--- config.mk ---
export PLATFORM = sky130hd
export DESIGN_NAME = sfp_sda_bridge_flat
export DESIGN_NICKNAME = d
export VERILOG_FILES = /design/src/rtl/sfp_bridge_pkg.sv /design/src/rtl/sfp_sda_bridge_if.sv /design/src/rtl/i2c_line_filter.sv /design/src/rtl/sfp_sda_bridge.sv /design/src/flat_wrapper.sv
export SDC_FILE = /design/constraint.sdc
export NUM_CORES = 1
export LEC_CHECK = 0
export ABC_AREA = 1
export CORE_MARGIN = 3
export CORE_UTILIZATION = 54
export CTS_CLUSTER_SIZE = 30
export DETAILED_ROUTE_END_ITERATION = 16
export GPL_TIMING_DRIVEN = 0
export PLACE_DENSITY = 0.77
export REMOVE_ABC_BUFFERS = 1
export SYNTH_ARGS = -nofsm -noshare
export SYNTH_HDL_FRONTEND = slang
export SYNTH_HIERARCHICAL = 1
export SYNTH_SLANG_ARGS = --single-unit
--- constraint.sdc ---
create_clock -name clk -period 1.56 [get_ports clk]
set_clock_uncertainty 0.05 [all_clocks]
set_input_delay 0.468 -clock clk [delete_from_list [all_inputs] [get_ports clk]]
set_output_delay 0.468 -clock clk [all_outputs]
set_load 0.01 [all_outputs]
--- src/rtl/sfp_bridge_pkg.sv ---
// Shared types and defaults for the SFP SDA/SCL bridge.
package sfp_bridge_pkg;

    localparam int NCH_DEF         = 6;
    localparam int HOLD_CYCLES_DEF = 10;
    localparam int FILT_LEN_DEF    = 3;
    localparam int DEFAULT_CH_DEF  = 3;

    // Bit positions in the low-request vector; lower index wins arbitration.
    localparam int PRIO_HOST  = 0;
    localparam int PRIO_SFP   = 1;
    localparam int PRIO_LOCAL = 2;

    typedef enum logic [2:0] {
        IDLE,
        HOST_DRV,
        SFP_DRV,
        LOC_DRV,
        HOLD
    } bridge_state_e;

    function automatic logic [2:0] map_sel(input logic [7:0] req, input int nch, input int dflt);
        if (int'(req) < nch) return req[2:0];
        return 3'(dflt);
    endfunction

endpackage

--- src/rtl/sfp_sda_bridge_if.sv ---
// Pin-side bundle of the bridge: Pi host bus, slave core SDA and the SFP buses.
interface sfp_sda_bridge_if #(parameter int NCH = 6);

    logic           host_scl_in;
    logic           host_sda_in;
    logic           host_sda_out;
    logic           local_sda_in;
    logic           local_sda_out;
    logic [NCH-1:0] sfp_sda_in;
    logic [NCH-1:0] sfp_sda_out;
    logic [NCH-1:0] sfp_scl_out;

    modport master (
        output host_scl_in, host_sda_in, local_sda_in, sfp_sda_in,
        input  host_sda_out, local_sda_out, sfp_sda_out, sfp_scl_out
    );

    modport slave (
        input  host_scl_in, host_sda_in, local_sda_in, sfp_sda_in,
        output host_sda_out, local_sda_out, sfp_sda_out, sfp_scl_out
    );

endinterface

--- src/rtl/i2c_line_filter.sv ---
// Two-flop synchronizer followed by a stability filter: the output follows the
// synced line only after FILT_LEN consecutive samples disagree with it.
module i2c_line_filter #(
    parameter int FILT_LEN = 3
) (
    input  logic clk,
    input  logic rst,
    input  logic din,
    output logic dout
);

    localparam int CW = $clog2(FILT_LEN + 1);

    logic          sync1;
    logic          sync2;
    logic [CW-1:0] cnt;

    always_ff @(posedge clk) begin
        if (rst) begin
            sync1 <= 1'b1;
            sync2 <= 1'b1;
            dout  <= 1'b1;
            cnt   <= '0;
        end else begin
            sync1 <= din;
            sync2 <= sync1;
            if (sync2 != dout) begin
                if (cnt == CW'(FILT_LEN - 1)) begin
                    dout <= sync2;
                    cnt  <= '0;
                end else begin
                    cnt <= cnt + CW'(1);
                end
            end else begin
                cnt <= '0;
            end
        end
    end

endmodule

--- src/rtl/sfp_sda_bridge.sv ---
// Open-drain SDA repeater between Pi host, slave core and the selected SFP bus.
//   state    | meaning
//   IDLE     | nobody holds SDA low, all sides released
//   HOST_DRV | Pi holds SDA low, mirrored to SFP and core
//   SFP_DRV  | selected SFP holds SDA low, mirrored to Pi and core
//   LOC_DRV  | slave core holds SDA low, mirrored to Pi and SFP
//   HOLD     | lock-out after a release so echoed lows are ignored
module sfp_sda_bridge
    import sfp_bridge_pkg::*;
#(
    parameter int NCH         = NCH_DEF,
    parameter int HOLD_CYCLES = HOLD_CYCLES_DEF,
    parameter int FILT_LEN    = FILT_LEN_DEF,
    parameter int DEFAULT_CH  = DEFAULT_CH_DEF
) (
    input  logic                  clk,
    input  logic                  rst,
    input  logic [7:0]            sel_req,
    sfp_sda_bridge_if.slave       pins,
    output logic [2:0]            sel_active,
    output logic                  bus_busy
);

    localparam int HW = $clog2(HOLD_CYCLES + 1);

    logic           host_scl_f;
    logic           host_sda_f;
    logic           local_sda_f;
    logic [NCH-1:0] sfp_sda_f;

    i2c_line_filter #(.FILT_LEN(FILT_LEN)) u_filt_host_scl (
        .clk(clk), .rst(rst), .din(pins.host_scl_in), .dout(host_scl_f));
    i2c_line_filter #(.FILT_LEN(FILT_LEN)) u_filt_host_sda (
        .clk(clk), .rst(rst), .din(pins.host_sda_in), .dout(host_sda_f));
    i2c_line_filter #(.FILT_LEN(FILT_LEN)) u_filt_local_sda (
        .clk(clk), .rst(rst), .din(pins.local_sda_in), .dout(local_sda_f));

    for (genvar i = 0; i < NCH; i++) begin : g_sfp_filt
        i2c_line_filter #(.FILT_LEN(FILT_LEN)) u_filt_sfp_sda (
            .clk(clk), .rst(rst), .din(pins.sfp_sda_in[i]), .dout(sfp_sda_f[i]));
    end

    bridge_state_e  state, state_nxt;
    logic [HW-1:0]  hold_cnt, hold_cnt_nxt;
    logic [2:0]     sel_nxt;
    logic           host_sda_d;
    logic           busy_nxt;
    logic [2:0]     low_req;
    logic           host_nxt, local_nxt, sfp_low;
    logic [NCH-1:0] sfp_sda_nxt, sfp_scl_nxt;

    always_comb begin
        sel_nxt      = sel_active;
        state_nxt    = state;
        hold_cnt_nxt = hold_cnt;
        busy_nxt     = bus_busy;
        host_nxt     = 1'b1;
        local_nxt    = 1'b1;
        sfp_low      = 1'b0;
        sfp_sda_nxt  = '1;
        sfp_scl_nxt  = '1;

        low_req             = '0;
        low_req[PRIO_HOST]  = ~host_sda_f;
        low_req[PRIO_SFP]   = ~sfp_sda_f[sel_active];
        low_req[PRIO_LOCAL] = ~local_sda_f;

        // Channel switch is only safe while the host bus is idle and nothing is mirrored.
        if (state == IDLE && !bus_busy) sel_nxt = map_sel(sel_req, NCH, DEFAULT_CH);

        if (host_scl_f && host_sda_d && !host_sda_f)      busy_nxt = 1'b1;
        else if (host_scl_f && !host_sda_d && host_sda_f) busy_nxt = 1'b0;

        case (state)
            IDLE: begin
                if (low_req[PRIO_HOST])       state_nxt = HOST_DRV;
                else if (low_req[PRIO_SFP])   state_nxt = SFP_DRV;
                else if (low_req[PRIO_LOCAL]) state_nxt = LOC_DRV;
            end
            HOST_DRV: if (!low_req[PRIO_HOST]) begin
                state_nxt    = HOLD;
                hold_cnt_nxt = HW'(HOLD_CYCLES);
            end
            SFP_DRV: if (!low_req[PRIO_SFP]) begin
                state_nxt    = HOLD;
                hold_cnt_nxt = HW'(HOLD_CYCLES);
            end
            LOC_DRV: if (!low_req[PRIO_LOCAL]) begin
                state_nxt    = HOLD;
                hold_cnt_nxt = HW'(HOLD_CYCLES);
            end
            HOLD: begin
                if (hold_cnt == '0) state_nxt = IDLE;
                else                hold_cnt_nxt = hold_cnt - HW'(1);
            end
            default: state_nxt = IDLE;
        endcase

        // Outputs are decoded from the next state so they land in the same edge as it.
        case (state_nxt)
            HOST_DRV: begin sfp_low  = 1'b1; local_nxt = 1'b0; end
            SFP_DRV:  begin host_nxt = 1'b0; local_nxt = 1'b0; end
            LOC_DRV:  begin host_nxt = 1'b0; sfp_low   = 1'b1; end
            default:  ;
        endcase

        if (sfp_low) sfp_sda_nxt[sel_nxt] = 1'b0;
        sfp_scl_nxt[sel_nxt] = host_scl_f;
    end

    always_ff @(posedge clk) begin
        if (rst) begin
            state              <= IDLE;
            hold_cnt           <= '0;
            sel_active         <= 3'(DEFAULT_CH);
            bus_busy           <= 1'b0;
            host_sda_d         <= 1'b1;
            pins.host_sda_out  <= 1'b1;
            pins.local_sda_out <= 1'b1;
            pins.sfp_sda_out   <= '1;
            pins.sfp_scl_out   <= '1;
        end else begin
            state              <= state_nxt;
            hold_cnt           <= hold_cnt_nxt;
            sel_active         <= sel_nxt;
            bus_busy           <= busy_nxt;
            host_sda_d         <= host_sda_f;
            pins.host_sda_out  <= host_nxt;
            pins.local_sda_out <= local_nxt;
            pins.sfp_sda_out   <= sfp_sda_nxt;
            pins.sfp_scl_out   <= sfp_scl_nxt;
        end
    end

endmodule

--- src/flat_wrapper.sv ---
// flat-port wrapper written by rule: the top's interface ports become plain ports
module sfp_sda_bridge_flat import sfp_bridge_pkg::*;
#(
    parameter int NCH         = NCH_DEF,
    parameter int HOLD_CYCLES = HOLD_CYCLES_DEF,
    parameter int FILT_LEN    = FILT_LEN_DEF,
    parameter int DEFAULT_CH  = DEFAULT_CH_DEF
)
  (clk, rst, sel_req, sel_active, bus_busy, pins_host_scl_in, pins_host_sda_in, pins_local_sda_in, pins_sfp_sda_in, pins_host_sda_out, pins_local_sda_out, pins_sfp_sda_out, pins_sfp_scl_out);
  sfp_sda_bridge_if #(.NCH(NCH)) pins_i ();
  input  logic clk;
  input  logic rst;
  input  logic [7:0] sel_req;
  output logic [2:0] sel_active;
  output logic bus_busy;
  input wire logic [$bits(pins_i.host_scl_in)-1:0] pins_host_scl_in;
  input wire logic [$bits(pins_i.host_sda_in)-1:0] pins_host_sda_in;
  input wire logic [$bits(pins_i.local_sda_in)-1:0] pins_local_sda_in;
  input wire logic [$bits(pins_i.sfp_sda_in)-1:0] pins_sfp_sda_in;
  output wire logic [$bits(pins_i.host_sda_out)-1:0] pins_host_sda_out;
  output wire logic [$bits(pins_i.local_sda_out)-1:0] pins_local_sda_out;
  output wire logic [$bits(pins_i.sfp_sda_out)-1:0] pins_sfp_sda_out;
  output wire logic [$bits(pins_i.sfp_scl_out)-1:0] pins_sfp_scl_out;
  assign pins_i.host_scl_in = pins_host_scl_in;
  assign pins_i.host_sda_in = pins_host_sda_in;
  assign pins_i.local_sda_in = pins_local_sda_in;
  assign pins_i.sfp_sda_in = pins_sfp_sda_in;
  assign pins_host_sda_out = pins_i.host_sda_out;
  assign pins_local_sda_out = pins_i.local_sda_out;
  assign pins_sfp_sda_out = pins_i.sfp_sda_out;
  assign pins_sfp_scl_out = pins_i.sfp_scl_out;
  sfp_sda_bridge #(.NCH(NCH), .HOLD_CYCLES(HOLD_CYCLES), .FILT_LEN(FILT_LEN), .DEFAULT_CH(DEFAULT_CH)) u_core (.clk(clk), .rst(rst), .sel_req(sel_req), .pins(pins_i), .sel_active(sel_active), .bus_busy(bus_busy));
endmodule
---- After elaboration in Yosys (flattened, before gate mapping) ----
Index checks and enable logic that the tools add are counted.
word-level totals
  input bits .............................. 19
  output and inout bits ................... 18
  word-level logic and storage cells ...... 163
  bits in registers ....................... 71
operators by class
  add/subtract/negate cells ............... 10
  order comparisons ....................... 4
  bitwise gates (word level) .............. 12
  multiplexer cells ....................... 27
  reductions and logical operators ........ 36
  equal/unequal tests ..................... 29
operator list
  cell                                                         number
  two-way mux 3 bit                                            10
  OR reduction 3 bit                                           9
  adder 2 x 1 -> 2 bit (second input constant)                 9
  equality test 2 bit (second input constant)                  9
  AND reduction 2 bit                                          9
  two-way mux 4 bit                                            4
  one-hot mux 4 bit (4 select lines)                           1
  one-hot mux 3 bit (5 select lines)                           1
  equality test 3 x 2 -> 1 bit (second input constant)         4
  inverter 1 bit                                               10
  two-way mux 1 bit                                            9
  != test 1 bit                                                9
  less-than comparator 3 x 4 -> 1 bit (second input constant)  2
  less-than comparator 8 x 3 -> 1 bit (second input constant)  1
  OR reduction 2 bit                                           4
  equality test 3 x 1 -> 1 bit (second input constant)         2
  logical AND 1 bit                                            6
  != test 2 bit (second input constant)                        3
  inverter 6 bit                                               1
  bitwise OR 6 bit                                             1
  AND reduction 5 bit                                          1
  zero test 4 bit                                              1
  nonzero test 4 bit                                           1
  subtractor 4 x 1 -> 4 bit (second input constant)            1
  other kinds (8)                                              10

---- Longest topological paths before layout ----
Gate-level depths: netlist of run 1.
  depth in word-level cells ............... 11
  gate-level depth with buffers ........... 13
  gate-level depth less buffers ........... 13

---- Cells and area by module ----
The synthesis of run 1 kept the hierarchy.
modules (own cells, without submodules)
  module           seq. area each (um2)  cells each  area each (um2)  instances
  i2c_line_filter  100.1                 19          177.7            9
  sfp_sda_bridge   520.5                 164         1146.1           1

---- Least setup slack after synthesis of run 1 ----
Ideal clock, no wire load.
  path kind ............................... input to register
  from .................................... input sel_req[1]
  to ...................................... register u_core.pins.sfp_sda_out[0]
  buffers on the path ..................... 0
  stages .................................. 7
  data arrival time ....................... 1.260 ns
  required time ........................... 1.389 ns
  slack ................................... 0.129 ns
  library setup time ...................... 0.121 ns
  cells stage by stage .................... a21oi_1 > and3_1 > nand2_1 > o21ai_4 > inv_2 > nor2_1 > nand2_1
on the way
  word-level cells in the longest chain between the ends .. 10
  elaborated cells between the ends (all ways) .. 12
  classes of those cells .................. 3 x order compare; 7 x mux; 1 x bitwise; 1 x reduce/logical
RTL lines
  what                                                                                                              RTL line                 source
  start: declaration                                                                                                flat_wrapper.sv:13       input logic [7:0] sel_req;
  less-than comparator 8 x 3 -> 1 bit                                                                               sfp_bridge_pkg.sv:23     if (int'(req) < nch) return req[2:0];
  two-way mux 1 bit                                                                                                 sfp_bridge_pkg.sv:23
  two-way mux 1 bit                                                                                                 sfp_sda_bridge.sv:69     if (state == IDLE && !bus_busy) sel_nxt = map_sel(sel_req, NCH, DEFAULT_CH);
  two-way mux 3 bit (*)                                                                                             sfp_bridge_pkg.sv:24     return 3'(dflt);
  two-way mux 3 bit (*)                                                                                             sfp_sda_bridge.sv:69
  less-than comparator 3 x 4 -> 1 bit (implied by the code) / >= comparator 3 x 1 -> 1 bit (equally long branches)  sfp_sda_bridge.sv:107    if (sfp_low) sfp_sda_nxt[sel_nxt] = 1'b0;
  logical AND 1 bit (implied by the code)                                                                           sfp_sda_bridge.sv:107
  two-way mux 1 bit (implied by the code)                                                                           sfp_sda_bridge.sv:107
  demux 1 bit (select 3 bit) (*)                                                                                    --
  inverter 6 bit (no source line) (*)                                                                               --
  end signal: assignment                                                                                            sfp_sda_bridge.sv:130    pins.sfp_sda_out <= sfp_sda_nxt;
  end: declaration                                                                                                  sfp_sda_bridge_if.sv:20  output host_sda_out, local_sda_out, sfp_sda_out, sfp_scl_out
Mark *: on every way between the ends. The rest lies on a longest branch, timed or not. The select of a mux whose other input is x is not followed.
A chain may end at the register's enable or synchronous reset.

---- Worst setup path in the final report of run 1 ----
  from .................................... register u_core.bus_busy
  to ...................................... output bus_busy
RTL lines
  what                      RTL line               source
  start: declaration        sfp_sda_bridge.sv:21   output logic bus_busy
  start signal: assignment  sfp_sda_bridge.sv:126  bus_busy <= busy_nxt;
  end: declaration          flat_wrapper.sv:15     output logic bus_busy;
No word-level cell between the ends.

==> results.md, run 1 <==
- Initial core utilization: 57.0%
- Max VDD drop: 0.000771 V
- # H-tree levels: 3
- Worst slack, placed: -0.465 ns
- Number of antenna violations at the first check in global routing: 0
- HP Class: flop to flop
- Die width: 77.3 um
- Layout fillers: 379
- Final hold vios: 0
- WL/cell: 10.5 um
- Die Y: 77.3 um
- Minimum clock period: 1.51 ns
- Post-Synthesis Cells: 335
- Final WL: 4820 um
- PnR Total Power: 3.66 mW
- Worst path top cell family by delay: flip-flops
- Number of flops mapped to enable cells by yosys: 0
- Pre-antenna DRT Iters: 4
- Seq cells post-synth: 71
- Cell Area, Synth: 2750 um^2
- Buf/Inv on CP: 1
- Vias in the first global route: 1908
- CTS buffer count: 9
- Clk buf depth: 2
- Synth top cells by count: dfxtp_1, nand2_1, inv_1, nor2_1, or2_1
- Slowest CP cell: dfxtp_2
- Clock transition at the registers of the reported paths: 0.07 ns
- First-pass GRT wire length: 7710 um
- GRT Util Overall: 16.1%
- Post-synth top area cell: dfxtp_1
- CP endpoint kind: output pin
- F_max: 662 MHz
- Slowest stage delay, CP: 0.38 ns
- Final Max Slew Viols: 0
- Hold_buf cts: 0
- Worst path cell trace: dlygate4sd2_1
- Port buffer count: 36
- Root buf cell: clkbuf_8
- Ys Warns: 6
- GPL Wtd Cong: 0.847
- CTS Sinks: 71
- TritonCTS clock tree: built
- Slack of the critical path: 0.0505 ns
- Final setup vio count: 0
- Leakage: 1.66 nW
- Detail Route Antenna Nets: 0
- Fin cells: 458
- Core area: 4820 um^2
- Dpl hpwl: 3190 um
- MaxCap Viol Count: 0
- Post-synth top flop: dfxtp_1
- Rows: 25
- Worst setup path class: flop to output pin
- DR iter-0 viols: 85
- Layout cell share with drive strength beyond 1: 22.0%
- Post-synth ARST share: 0%
- Largest net degree at the start of global routing: 45
- CP startpoint kind: flop
- Synth area leaders: dfxtp_1, nand2_1, inv_1, nor2_1, ha_1
- Yosys top cell area share: 51.8%
- Io pins: 37
- Worst skew pair latency: 0.32 ns
- Via count: 2172
- CP Max Fanout: 3
- Average via count per standard cell: 4.74
- Data arrival, critical path: 0.99 ns
- Register area share after synthesis: 51.8%
- Placed Cells: 437
- Post-Syn Area per Cell: 8.19 um^2
- Worst Max-Slew Pin Slew: 0.474 ns
- Slew headroom: 68.4%
- CP required: 1.04 ns
- Area Overhead vs Synth: 27.9%
- Yosys cell types: 23
- Count leader, synth: dfxtp_1
- PwrDens: 1040 nW/um^2
- Area of the die: 5980 um^2
- # DRC: 0
- Diodes inserted: 0
- Final net count: 417
- Grt total ovfl: 0
- RSZ-0062 raised after global routing: yes
- Status: completed
- Final Cycle Share: 96.8%
[layout make-up]
type	count	area, um^2	area share, %
multi-input cells	208	1220	34.7
inverters	55	209	5.95
flip-flops and latches	71	1440	40.9
repair buffers	43	402	11.4
clock inverters	1	5.00	0.143
well taps	67	83.8	2.39
clock buffers	13	159	4.52
[cells by family (layout without fill, tap and decap cells)]
family                     Yosys count  count (layout)  share of synthesized area (%)
AOI/OAI and AO/OA                   35              35                           7.25
xor gates and xnor gates             1               1                          0.319
adders and majority gates           10              10                           4.56
buffers and inverters               56             112                           7.70
DFF                                 71              71                           51.8
and+or+nand+nor                    162             162                           28.4
[flip-flops by register name (all words and copies together), names as in the netlist, 2 cells and up]
register and count:
u_core/g_sfp_filt.u_filt_sfp_sda/cnt 12, u_core/g_sfp_filt.u_filt_sfp_sda/dout 6, u_core/g_sfp_filt.u_filt_sfp_sda/sync1 6, u_core/g_sfp_filt.u_filt_sfp_sda/sync2 6, u_core/hold_cnt 4, u_core/pins.sfp_scl_out 6
u_core/pins.sfp_sda_out 6, u_core/sel_active 3, u_core/state 3, u_core/u_filt_host_scl/cnt 2, u_core/u_filt_host_sda/cnt 2, u_core/u_filt_local_sda/cnt 2
[through the flow]
step / util [%] / setup TNS, ns / cell area (um^2) / hold WS [ns]
finish: 72.9 / 0 / 3510 / 0.352
global placement: 66.1 / -68.77 / 3180 / 0.335
global route: 72.9 / -0.178 / 3510 / 0.372
floorplan: - / 0 / 2740 / 0.333
CTS: 70.3 / -0.00193 / 3380 / 0.357
detailed placement: 66.0 / -6.85 / 3180 / 0.341
[path summary, 6_finish.rpt]
| kind | from | end | slack (ns) | cells after the start |
|---|---|---|---|---|
| max reg2reg | u_core/state[0] | u_core/pins.sfp_scl_out[3] | 0.06 | 9 |
| min reg2reg | u_core/g_sfp_filt[1].u_filt_sfp_sda/sync1 | u_core/g_sfp_filt[1].u_filt_sfp_sda/sync2 | 0.35 | 1 |
| max | u_core/bus_busy | bus_busy | 0.05 | 1 |
| min | u_core/g_sfp_filt[1].u_filt_sfp_sda/sync1 | u_core/g_sfp_filt[1].u_filt_sfp_sda/sync2 | 0.35 | 1 |
[metal layers]
metal	vias up	share of wire, %	GRT usage, %
li1	1134	-	-
met1	984	47	18.8
met2	47	46	27.5
met3	7	5.0	3.76
met4	0	1.3	8.01
met5	-	0	0
[cells in the final DEF, fill, tap and decap left out, types with 2 or more instances in the layout]
master            n
or2_1            18
inv_2             4
buf_4             7
inv_1            50
nand3_4           2
nor2_2           15
nand2_1          58
clkdlybuf4s50_1  10
clkbuf_8         11
dlygate4sd2_1    20
nor2_4            4
dfxtp_2           8
nand3_2           9
nand2_2          11
dlymetal6s2s_1    5
ha_1              9
dfxtp_1          62
nand3_1          10
o21ai_0          14
a21oi_2           4
clkbuf_1          2
nor2_1           30
a21oi_1          12
[timing repair]
action / in CTS / in global routing
pin swaps: 3 / 21
setup endpoints to repair: 29 / 19
buffers inserted: 3 / 4
resized for setup: 36 / 36
[report_power, final]
group,internal (mW),total [mW],switching [mW],leakage (nW)
Clock,0.646,1.24,0.594,0.0854
Combinational,0.226,0.499,0.274,0.999
Sequential,1.88,1.92,0.0401,0.579
Total,2.75,3.66,0.907,1.66
No activity file was read; power rests on OpenSTA's default activity.
==> inputs of run 2 (changes only) <==
--- a/config.mk
+++ b/config.mk
@@ -6,6 +6,7 @@
 export NUM_CORES = 1
 export LEC_CHECK = 0
 export ABC_AREA = 1
+export ABC_CLOCK_PERIOD_IN_PS = 1560
 export CORE_MARGIN = 3
 export CORE_UTILIZATION = 54
 export CTS_CLUSTER_SIZE = 30
==> results of run 2 <==
Same layout as run 1: the final DEF is identical, and so are final timing and power.
==> inputs of run 3 (changes only) <==
--- a/config.mk
+++ b/config.mk
@@ -12,7 +12,7 @@
 export CTS_CLUSTER_SIZE = 30
 export DETAILED_ROUTE_END_ITERATION = 16
 export GPL_TIMING_DRIVEN = 0
-export PLACE_DENSITY = 0.77
+export PLACE_DENSITY = 0.84
 export REMOVE_ABC_BUFFERS = 1
 export SYNTH_ARGS = -nofsm -noshare
 export SYNTH_HDL_FRONTEND = slang
==> run 3 against run 2 <==
  * Cell count shrank 0.66%
  * Worst hold slack better by 0.00060 ns
  * Sequential share of layout area is 0.63 points lower
  * Final area is 1.9% higher
  * Register-to-register slack worse by 0.08 ns
  * Die area is the same
  * Critical path depth is 8 higher
  * Via count rose by 0.83%
  * The flow now finishes with violations (setup timing)
  * Sequential cell count is the same
  * Setup slack got worse by 0.068 ns
  * Non-clock buffer count fell by 3
  * Sequential power about the same
==> results.md, run 3 (synthesis results as in run 1) <==
- Status: finished with violations (was completed)
- Failing checks: setup timing
- Worst hold slack: 0.352 ns (about the same)
- Clock network fraction of total power: 35.3% (was 33.9%)
- Hold_buf cts: 0 (unchanged)
- Io pins: 37 (unchanged)
- Grt total ovfl: 0 (unchanged)
- Core area: 4820 um^2 (unchanged)
- Leakage: 1.69 nW (was 1.66 nW)
- Final hold vios: 0 (unchanged)
- Final WL: 5340 um (was 4820 um)
- Port buffer count: 36 (unchanged)
- PnR Total Power: 3.78 mW (was 3.66 mW)
- Final Instance Area: 3580 um^2 (was 3510 um^2)
- Die width: 77.3 um (unchanged)
- Number of antenna violations at the first check in global routing: 0 (unchanged)
- Clk buf depth: 2 (unchanged)
- Fin cells: 455 (was 458)
- CTS buffer count: 9 (unchanged)
- Max FFs per register: 12 (unchanged)
- Largest net degree at the start of global routing: 45 (unchanged)
- Final setup vio count: 2 (was 0)
- Via count: 2190 (was 2172)
- Dpl hpwl: 3320 um (was 3190 um)
- Accumulated negative setup slack: -0.0200 ns (was 0 ns)
- First-pass GRT wire length: 8190 um (was 7710 um)
- Max VDD drop: 0.000733 V (was 0.000771 V)
- R2r setup slk: -0.02 ns (was 0.06 ns)
- Root buf cell: clkbuf_8 (unchanged)
- Most frequent cells in the layout: dfxtp_1, nand2_1, inv_1 (unchanged)
- GPL Wtd Cong: 0.796 (was 0.847)
- Internal cell power: 2.85 mW (was 2.75 mW)
- Hold Crit Endpoint: u_core/u_filt_local_sda/sync2 (was u_core/g_sfp_filt[1].u_filt_sfp_sda/sync2)
- Vias in the first global route: 1970 (was 1908)
- RSZ-0062 raised after global routing: yes (unchanged)
- Worst Max-Slew Pin Slew: 0.468 ns (was 0.474 ns)
- # DRC: 0 (unchanged)
- Slew headroom: 68.8% (was 68.4%)
- CP Max Fanout: 4 (was 3)
- CP endpoint kind: flop (was output pin)
- CP required: 1.72 ns (was 1.04 ns)
- Slack of the critical path: -0.0172 ns (was 0.0505 ns)
- Post-layout util: 74.3% (was 72.9%)
- Pre-antenna DRT Iters: 5 (was 4)
- Minimum clock period: 1.58 ns (was 1.51 ns)
- NetSw: 0.934 mW (was 0.907 mW)
- Final Cycle Share: 101% (was 96.8%)
- Hold Crit Depth: 1 (unchanged)
- Average via count per standard cell: 4.81 (was 4.74)
- TritonCTS clock tree: built (unchanged)
- Area of the die: 5980 um^2 (unchanged)
- WL/cell: 11.7 um (was 10.5 um)
- Final net count: 414 (was 417)
- Placed instance area: 3180 um^2 (unchanged)
- Layout cell share with drive strength beyond 1: 22.7% (was 22.0%)
- Worst skew pair latency: 0.34 ns (was 0.32 ns)
- Most flops, register: u_core/g_sfp_filt.u_filt_sfp_sda/cnt (unchanged)
- Data arrival, critical path: 1.74 ns (was 0.99 ns)
- Power share of the combinational group: 14.0% (was 13.6%)
- Rows: 25 (unchanged)
- # H-tree levels: 3 (unchanged)
- Sequential share of power: 50.7% (was 52.5%)
- Worst reg2reg startpoint: u_core/state[1] (was u_core/state[0])
- CTS Sinks: 71 (unchanged)
- Initial core utilization: 57.0% (unchanged)
- Placed Cells: 437 (unchanged)
- Die Y: 77.3 um (unchanged)
- Final Max Slew Viols: 0 (unchanged)
- Diodes inserted: 0 (unchanged)
- Clock transition at the registers of the reported paths: 0.07 ns (about the same)
- Hold wc startpoint: u_core/u_filt_local_sda/sync1 (was u_core/g_sfp_filt[1].u_filt_sfp_sda/sync1)
- Worst r2r path cells: 9 (unchanged)
- HP Class: flop to flop (unchanged)
- DR iter-0 viols: 88 (was 85)
- Switch share: 24.7% (was 24.8%)
- Area Overhead vs Synth: 30.4% (was 27.9%)
- F_max: 634 MHz (was 662 MHz)
- Worst setup path class: flop to flop (was flop to output pin)
- R2R Path End: u_core/pins.sfp_scl_out[3] (unchanged)
- Worst setup startpoint: u_core/state[1] (was u_core/bus_busy)
- GRT Util Overall: 17.5% (was 16.1%)
- CP startpoint kind: flop (unchanged)
- Detail Route Antenna Nets: 0 (unchanged)
- PwrDens: 1060 nW/um^2 (was 1040 nW/um^2)
- Worst slack, placed: -0.598 ns (was -0.465 ns)
- Commonest non-fill, non-tap cell in the layout: dfxtp_1 (unchanged)
- MaxCap Viol Count: 0 (unchanged)
[run 3: cell count changes in the layout (fill, tap and decap cells not counted), moves of 3 or more]
cell     before  now
nand3_2       9   13
nand2_4       0    3
nand3_1      10    6
buf_4         7    3
[run 3: power by group through the flow]
stage          logic [mW]  clock network, mW  registers (mW)
6_report            0.528               1.34            1.92
5_1_grt             0.590               1.45            1.93
4_1_cts             0.402               1.37            1.91
3_5_place_dp        0.392                  0            1.95
3_3_place_gp        0.384                  0            1.95
2_1_floorplan       0.249                  0            1.95
[run 3: cell type report]
type | instances | area, um^2
Clock buffer | 14 | 183
Fill cell | 338 | 1240
Inverter | 55 | 211
Multi-Input combinational cell | 208 | 1270
Sequential cell | 71 | 1440
Tap cell | 67 | 83.8
Timing Repair Buffer | 40 | 394
[run 3: layer usage]
layer,up-vias,track usage (%),part of all wire (%)
met3,13,3.52,4.3
met4,0,11.7,2.5
li1,1130,-,-
met2,56,29.8,50
met5,-,0,0
met1,991,19.5,43
[run 3: timing repair]
item / 4_1_cts / 5_1_grt
gates resized for setup: 35 / 53
buffers inserted: 1 / 3
endpoints found under the setup margin: 31 / 20
gates cloned: 0 / 0
pin swaps: 5 / 25
[run 3: how the worst max path moves through the flow]
stage | to | cells after the start
2_1_floorplan | u_core/pins.sfp_sda_out[0] | 7
6_report | u_core/pins.sfp_scl_out[3] | 9
3_3_place_gp | u_core/bus_busy | 6
3_5_place_dp | u_core/pins.sfp_sda_out[0] | 9
4_1_cts | u_core/pins.sfp_scl_out[3] | 9
5_1_grt | u_core/pins.sfp_scl_out[3] | 9
[run 3: critical path, cell delays in order, from the launching register on]
cell	delay [ns]
dfxtp_4	0.37
nor2_4	0.14
nand2_4	0.08
nor2_4	0.19
inv_1	0.11
nand2_2	0.09
o21ai_4	0.07
buf_4	0.17
nor2_2	0.12
nand2_1	0.07
